$ cat src/rtl/vme_wr_demux_10.sv
// vme_wr_demux_10: write-side byte demultiplexer for the VME slave.
// A byte from the write datapath is steered into one of ten holding
// registers selected by a 4-bit code (1111 -> reg0 ... 0110 -> reg9),
// with a four-phase req/ack handshake toward the slave control FSM.
module vme_wr_demux_10 #(
  parameter logic [79:0] RST_VAL = 80'h0
) (
  input  logic       clk,
  input  logic       reset,
  input  logic       wr_req,
  input  logic [3:0] sel,
  input  logic [7:0] din,
  output logic       wr_ack,
  output logic       wr_err,
  output logic [9:0] wr_stb,
  output logic [7:0] dout0,
  output logic [7:0] dout1,
  output logic [7:0] dout2,
  output logic [7:0] dout3,
  output logic [7:0] dout4,
  output logic [7:0] dout5,
  output logic [7:0] dout6,
  output logic [7:0] dout7,
  output logic [7:0] dout8,
  output logic [7:0] dout9
);

  typedef enum logic [1:0] {IDLE, WRITE, HOLD} state_t;

  state_t     state;
  state_t     state_next;
  logic [3:0] sel_q;
  logic [7:0] din_q;
  logic [7:0] regs [10];
  logic       sel_valid;
  logic [3:0] sel_idx;

  // Decode the captured select; a case statement sends undefined codes
  // (including X/Z bits) to the invalid default rather than propagating X.
  always_comb begin
    sel_valid = 1'b1;
    sel_idx   = 4'd0;
    case (sel_q)
      4'b1111: sel_idx = 4'd0;
      4'b1110: sel_idx = 4'd1;
      4'b1101: sel_idx = 4'd2;
      4'b1100: sel_idx = 4'd3;
      4'b1011: sel_idx = 4'd4;
      4'b1010: sel_idx = 4'd5;
      4'b1001: sel_idx = 4'd6;
      4'b1000: sel_idx = 4'd7;
      4'b0111: sel_idx = 4'd8;
      4'b0110: sel_idx = 4'd9;
      default: sel_valid = 1'b0;
    endcase
  end

  // State register; reset returns to IDLE and aborts any transaction.
  always_ff @(posedge clk) begin
    if (reset) begin
      state <= IDLE;
    end else begin
      state <= state_next;
    end
  end

  // Next-state logic: WRITE lasts exactly one cycle, HOLD waits for wr_req to drop.
  always_comb begin
    state_next = state;
    case (state)
      IDLE:    if (wr_req) state_next = WRITE;
      WRITE:   state_next = HOLD;
      HOLD:    if (!wr_req) state_next = IDLE;
      default: state_next = IDLE;
    endcase
  end

  // Datapath: capture in IDLE, write and acknowledge in WRITE, release in HOLD.
  always_ff @(posedge clk) begin
    if (reset) begin
      for (int i = 0; i < 10; i++) begin
        regs[i] <= RST_VAL[8*i +: 8];
      end
      wr_ack <= 1'b0;
      wr_err <= 1'b0;
      wr_stb <= 10'b0;
      sel_q  <= 4'b0;
      din_q  <= 8'b0;
    end else begin
      case (state)
        IDLE: begin
          wr_stb <= 10'b0;
          if (wr_req) begin
            sel_q <= sel;
            din_q <= din;
          end
        end
        WRITE: begin
          wr_ack <= 1'b1;
          if (sel_valid) begin
            regs[sel_idx] <= din_q;
            wr_stb        <= 10'b1 << sel_idx;
          end else begin
            wr_err <= 1'b1;
            wr_stb <= 10'b0;
          end
        end
        HOLD: begin
          wr_stb <= 10'b0;
          if (!wr_req) begin
            wr_ack <= 1'b0;
            wr_err <= 1'b0;
          end
        end
        default: begin
          wr_stb <= 10'b0;
        end
      endcase
    end
  end

  assign dout0 = regs[0];
  assign dout1 = regs[1];
  assign dout2 = regs[2];
  assign dout3 = regs[3];
  assign dout4 = regs[4];
  assign dout5 = regs[5];
  assign dout6 = regs[6];
  assign dout7 = regs[7];
  assign dout8 = regs[8];
  assign dout9 = regs[9];

endmodule
$ cat config.mk
export PLATFORM = sky130hd
export DESIGN_NAME = vme_wr_demux_10
export DESIGN_NICKNAME = d
export VERILOG_FILES = /design/src/rtl/vme_wr_demux_10.sv
export SDC_FILE = /design/constraint.sdc
export NUM_CORES = 1
export LEC_CHECK = 0
export CORE_ASPECT_RATIO = 1.5
export CORE_UTILIZATION = 49
export CTS_CLUSTER_DIAMETER = 60
export DETAILED_ROUTE_END_ITERATION = 8
export GPL_ROUTABILITY_DRIVEN = 0
export GPL_TIMING_DRIVEN = 0
export MAX_ROUTING_LAYER = met4
export PLACE_DENSITY_LB_ADDON = 0.2
export SLEW_MARGIN = 20
export SYNTH_ARGS = -nofsm -noshare
export SYNTH_HDL_FRONTEND = slang
export SYNTH_SLANG_ARGS = --single-unit
$ cat constraint.sdc
create_clock -name clk -period 2.7 [get_ports clk]
set_input_delay 0.54 -clock clk [delete_from_list [all_inputs] [get_ports clk]]
set_output_delay 0.54 -clock clk [all_outputs]
set_load 0.03 [all_outputs]
==> results.md, run 1 <==
* Row count at 41
* CTS sink cnt at 106
* Die area at 8990 um2
* Crit-path max cell delay at 0.64 ns
* Worst endpoint required time at 2.67 ns
* IO Pins at 107
* Layout area overhead at 37.0%
* Tot Pwr at 3.68 mW
* Largest net degree at the start of global routing at 17
* Finished Layout Cells at 549
* Syn. warnings at 0
* Placed Area at 5430 um2
* Starting DRT DRC Count at between 200 and 300
* CP cell instances: clkdlybuf4s50_1, clkbuf_1, inv_1, clkbuf_1, o21ai_1
* Global-route wire length before repair at 14,100 um
* Initial antenna violation count at 0
* Combinational power share at 11.0%
* RSZ-0062 raised after global routing: false
* ANT nets after route at 0
* Core area at 8360 um2
* Commonest cells after routing, fill and taps aside: 106 x clkdlybuf4s50_1, 80 x edfxtp_1, 49 x nor3_1
* Net Sw Frac at 22.4%
* M1 GR Usage at 24.1%
* Final Max Tran Viols at 0
* Cells after synthesis at 319
* Final setup margin at 0.273 ns
* Grt peak-use layer: met2
* CTS clk-pin slew, worst paths at approximately 0.060 ns
* GRT overflow at 0
* Async SR Flop Fraction at 0%
* CP arrival at 2.39 ns
* Longest Clk Path Bufs at 2
* Gr usage total at 21.9%
* Synth Register Bits at 106
* CP Launch Point: reset
* Least-Margin Pin Slew at about 0.73 ns
* Synthesized area at 4220 um2
* Clock latency on the worst-skew pair at 0.34 ns
* Sequential area share after synthesis at 69.3%
* Internal power at 2.85 mW
* Core Util, Final at about 70%
* Root Buffer: clkbuf_16
* Status: completed
* Placed Instances at roughly 530
* Post-DP HPWL at 6840 um
* Vias in the first global route at ~2,800
* Clk_skew at 0.00622 ns
* Cell area after layout at 5780 um2
* GR Util met3 at 3.54%
* CTS tree: yes
* Most common cell after layout, fill and taps aside: clkdlybuf4s50_1
* Dpl ws at -0.325 ns
* Endpoints failing hold at 0
* Max cap viols at 0
* Most used DFF post-synth: edfxtp_1
* Fmax at 0.412 GHz
* Reg2reg start: sel_q[3]
* Final Cycle Share at between 80% and 90%
* Met2 Usage GRT at between 30 and 40%
* H-tree depth at 3
* Initial Utilization at 50.5%
* Vias per std cell at between 5 and 6
* CTS Buf Count at 9
* # DRC at 0
* Antenna cell count at 0
* Static leakage at 1.89 nW
* DR WL/cell at roughly 17 um
* Crit path time final at about 2.4 ns
* Critical Path Sink Type: flip-flop
* Reg-to-reg slack, setup at between 0.5 and 0.6 ns
* WS Path Type: in2reg
* Crit start category: input pin
* Hold Path Class: reg2reg
* Cell mode on critical path: clkbuf_1
* Post-synth cell types at 34
* Maximum VDD drop at 0.414 mV
* Die Y at 116 um
* Layout cells sized above 1 at 9.50%
* Clk network pwr share at 39.0%
* Finish-stage setup viols at 0
* Sequential share of power at 50.0%
* Crit-path leading delay family: buffers and inverters
* Final net count at 452
* Sw Pwr at 0.824 mW
* PwrDens at around 640 nW/um2
* CP Max Fanout at 10
* IO Port Bufs at 106
* Hold_sp: din_q[5]
* Die Wd at a little under 80 um
* Rel. slew slack at 51.3%
* Filler cells at 594
* Worst path bufs/invs at 4
* Synth Net Count at 334
* Drt pass-1 iters at 4
* Final wirelength at ~9300 um
* Vias at 3,012
* Slowest stage cell, crit path: clkdlybuf4s50_1
* Mean Syn Cell Area at around 13 um2
* Post-synth EDFFs at 80
## synth_stat cells, types with 3 or more instances
cell	count	area [um2]
dfxtp_1	26	521
nand3b_1	4	30.0
nor2_1	5	18.8
nor3_1	49	245
nand2_1	10	37.5
buf_2	6	30.0
inv_1	10	37.5
mux2i_1	12	120
clkbuf_1	17	63.8
nand2b_1	26	163
o31ai_1	4	30.0
edfxtp_1	80	2400
buf_1	3	11.3
o21ai_0	6	30.0
nor3_2	7	70.1
nor4_1	28	175
## tightest hold or removal path, stage by stage, from the launching register on
cell      delay [ns]
dfxtp_1         0.33
nand2b_1        0.07
mux2i_1         0.06
## worst paths after layout
| path | to | depth (start not counted) |
|---|---|---|
| setup / recovery | regs[3][3] | 5 |
| hold / removal | din_q[5] | 2 |
| setup reg to reg | regs[5][0] | 4 |
| hold reg to reg | din_q[5] | 2 |
## state kept, by name, indices dropped and copies added, names as in the netlist
signal,flops
din_q,8
state,2
wr_ack,1
regs,80
sel_q,4
wr_err,1
wr_stb,10
## logic make-up (layout without fill, tap and decap cells)
logic type	count (synthesis)	count (layout)	share of synthesized area [%]
multiplexers	12	12	2.85
flip-flops	106	106	69.3
AO/OA/AOI/OAI	15	15	2.28
buffers and inverters	41	164	4.54
AND/OR/NAND/NOR	145	145	21.1
## stage by stage
step / hold slack [ns] / TNS [ns]
global route: 0.529 / 0
global placement: 0.475 / -5.48
floorplan: 0.462 / 0
detailed placement: 0.485 / -7.30
CTS: 0.500 / 0
finish: 0.502 / 0
## power groups by stage
stage | Clock [mW] | Sequential, mW | Combinational (mW)
final | 1.43 | 1.84 | 0.406
after global routing | 1.49 | 1.84 | 0.428
after CTS | 1.44 | 1.84 | 0.403
after detailed placement | 0 | 1.87 | 0.402
after global placement | 0 | 1.87 | 0.392
after floorplan | 0 | 1.96 | 0.144
## repair_timing
item,in CTS,in global routing
resized for setup,0,2
buffers inserted,0,0
endpoints found under the setup margin,0,16
hold buffers,0,0
## cell type report
class	count	area [um2]	share of cell area, %
plain buffers	30	150	2.60
clock buffers	10	229	3.96
clock inverters	6	105	1.82
inverters	11	41.3	0.714
multi-input cells	172	1130	19.6
flip-flops and latches	106	2920	50.6
well taps	107	134	2.32
repair buffers	107	1070	18.4
## routing by layer
| metal | share of wire [%] | vias to the layer above |
|---|---|---|
| met5 | 0 | - |
| met1 | 39 | 1429 |
| met4 | 2.9 | 0 |
| met3 | 5.4 | 18 |
| li1 | - | 1430 |
| met2 | 53 | 135 |
No activity file was read; power rests on OpenSTA's default activity.
==> run 2: changes to the inputs <==
Settings changed: SLEW_MARGIN 20 to 25.
==> run 2 against run 1 <==
Against the previous run: clock-buffer cell count grew 3; fmax is 0.63% lower; highest routed layer unchanged; first-iteration DRC count shrank 14%; clock skew about the same.
==> results.md, run 2 (synthesized netlist as in run 1, its figures left out) <==
* Clk_skew at 0.00604 ns (-0.000176 ns)
* Core area at 8360 um2 (unchanged)
* CTS tree: yes
* Final wirelength at 9470 um (+1.4%)
* Antenna cell count at 0 (unchanged)
* Cell area after layout at 5750 um2 (-0.58%)
* Drt pass-1 iters at 5 (+1)
* CTS Buf Count at 9 (unchanged)
* Row count at 41 (unchanged)
* Vias at 3,053 (+1.4%)
* IO Port Bufs at 106 (unchanged)
* Vias per std cell at 5.56 (+1.4%)
* Dpl ws at -0.333 ns (-0.00798 ns)
* H-tree depth at 3 (unchanged)
* # DRC at 0 (unchanged)
* Endpoints failing hold at 0 (unchanged)
* Crit start category: input pin
* Clock latency on the worst-skew pair at 0.35 ns (about the same)
* Global-route wire length before repair at 14,400 um (+2.1%)
* Maximum VDD drop at 0.481 mV (+16%)
* CP arrival at 2.42 ns (+0.03 ns)
* Core Util, Final at 68.7% (-0.40 points)
* ANT nets after route at 0 (unchanged)
* CTS clk-pin slew, worst paths at 0.06 ns (about the same)
* Longest Clk Path Bufs at 2 (unchanged)
* Most flops, register: regs
* Met2 Usage GRT at 37.6% (+0.12 points)
* Placed Area at 5440 um2 (+0.18%)
* RSZ-0062 raised after global routing: false
* Hold Path Class: reg2reg
* Filler cells at 598 (+0.67%)
* Critical Path Sink Type: flip-flop
* R2r endpoint: regs[5][0]
* Reg-to-reg slack, setup at 0.53 ns (-0.02 ns)
* Finish-stage setup viols at 0 (unchanged)
* Crit path time final at 2.44 ns (+0.0153 ns)
* Layout area overhead at 36.2%
* Vias in the first global route at 2,790 (-0.32%)
* Reg2reg start: sel_q[3]
* Slowest stage cell, crit path: clkdlybuf4s50_1
* CTS sink cnt at 106 (unchanged)
* Die Wd at 77.8 um (unchanged)
* Status: completed
* Largest net degree at the start of global routing at 17 (unchanged)
* Setup Buffers After CTS at 0 (unchanged)
* GR Util met3 at 3.78% (+0.24 points)
* M1 GR Usage at 25.3% (+1.2 points)
* Final Cycle Share at 90.5% (+0.57 points)
* Hold endpoint: din_q[7]
* PwrDens at 614 nW/um2 (-3.5%)
* Least-Margin Pin Slew at 0.741 ns (+0.0151 ns)
* Max reg flops at 80 (unchanged)
* Final net count at 452 (unchanged)
* Rel. slew slack at 50.3% (-1.0 points)
* Most common cell after layout, fill and taps aside: clkdlybuf4s50_1
* Largest registers: regs (80), wr_stb (10), din_q (8)
* Fmax at 0.409 GHz (-0.63%)
* Gr usage total at 22.6% (+0.69 points)
* Cell mode on critical path: clkbuf_1
* CTS Hold Bufs at 0 (unchanged)
* GRT overflow at 0 (unchanged)
* Crit-path max cell delay at 0.65 ns (about the same)
* Tot Pwr at 3.53 mW (-4.1%)
* Initial Utilization at 50.5% (unchanged)
* Worst hold slack at 0.503 ns (+0.000788 ns)
* Worst endpoint required time at 2.68 ns (about the same)
* Root Buffer: clkbuf_16
* Multi-input logic area at 1130 um2 (unchanged)
* Post-cts sizing count at 0 (unchanged)
* Die Y at 116 um (unchanged)
* Final setup margin at 0.258 ns (-0.0153 ns)
* CP cell instances: clkdlybuf4s50_1, clkbuf_1, inv_1, clkbuf_1, o21ai_1
* Reg area at 2920 um2 (unchanged)
* Final Max Tran Viols at 0 (unchanged)
* IO Pins at 107 (unchanged)
* Post-DP HPWL at 6820 um (-0.24%)
* Static leakage at 1.88 nW (-0.55%)
* Hold Crit Depth at 2 (unchanged)
* Die area at 8990 um2 (unchanged)
* DR WL/cell at 17.3 um (+1.4%)
* Commonest cells after routing, fill and taps aside: 106 x clkdlybuf4s50_1, 80 x edfxtp_1, 49 x nor3_1
* Initial antenna violation count at 0 (unchanged)
* Layout cells sized above 1 at 9.95% (+0.45 points)
* Grt peak-use layer: met2
* WS Path Type: in2reg
* Starting DRT DRC Count at 232 (-14%)
* Worst reg-to-reg path cell count at 4 (unchanged)
* CP Max Fanout at 10 (unchanged)
* Hold_sp: din_q[7]
* Max cap viols at 0 (unchanged)
run 2: worst max path at each step:
stage	startpoint	end	slack [ns]
6_report	reset	regs[3][3]	0.26
2_1_floorplan	reset	regs[6][0]	0.51
3_5_place_dp	reset	regs[6][4]	-0.33
5_1_grt	reset	regs[6][0]	0.05
3_3_place_gp	reset	regs[6][5]	-0.29
4_1_cts	reset	regs[6][0]	0.02
run 2: worst max-delay path: cells and delay by family:
family / cells / cell delay, ns
AOI/OAI and AO/OA: 1 / 0.48
buffers and inverters: 4 / 1.38
run 2: per-stage QoR:
stage          std cells  setup TNS, ns
2_1_floorplan        319              0
3_3_place_gp         532          -5.48
3_5_place_dp         533          -8.18
4_1_cts              549              0
5_1_grt              549              0
6_report             549              0
run 2: report_power, final:
part | leakage, nW | internal, mW | switching (mW)
registers | 1.04 | 1.81 | 0.0307
logic | 0.691 | 0.146 | 0.261
clock network | 0.147 | 0.731 | 0.551
run 2: layer usage:
metal  up-vias  part of all wire [%]  wire (um)
met3        27                   5.7        542
li1       1422                     -          -
met2       138                    52       4960
met1      1466                    38       3620
met5         -                     0          0
met4         0                   3.6        342
run 2: layout make-up:
type / count / share of cell area (%)
sequential: 106 / 50.9
multi-input combinational: 172 / 19.7
timing repair buffer: 107 / 18.5
clock inverter: 3 / 0.327
clock buffer: 13 / 4.90
inverter: 11 / 0.718
buffer: 30 / 2.61
tap: 107 / 2.33
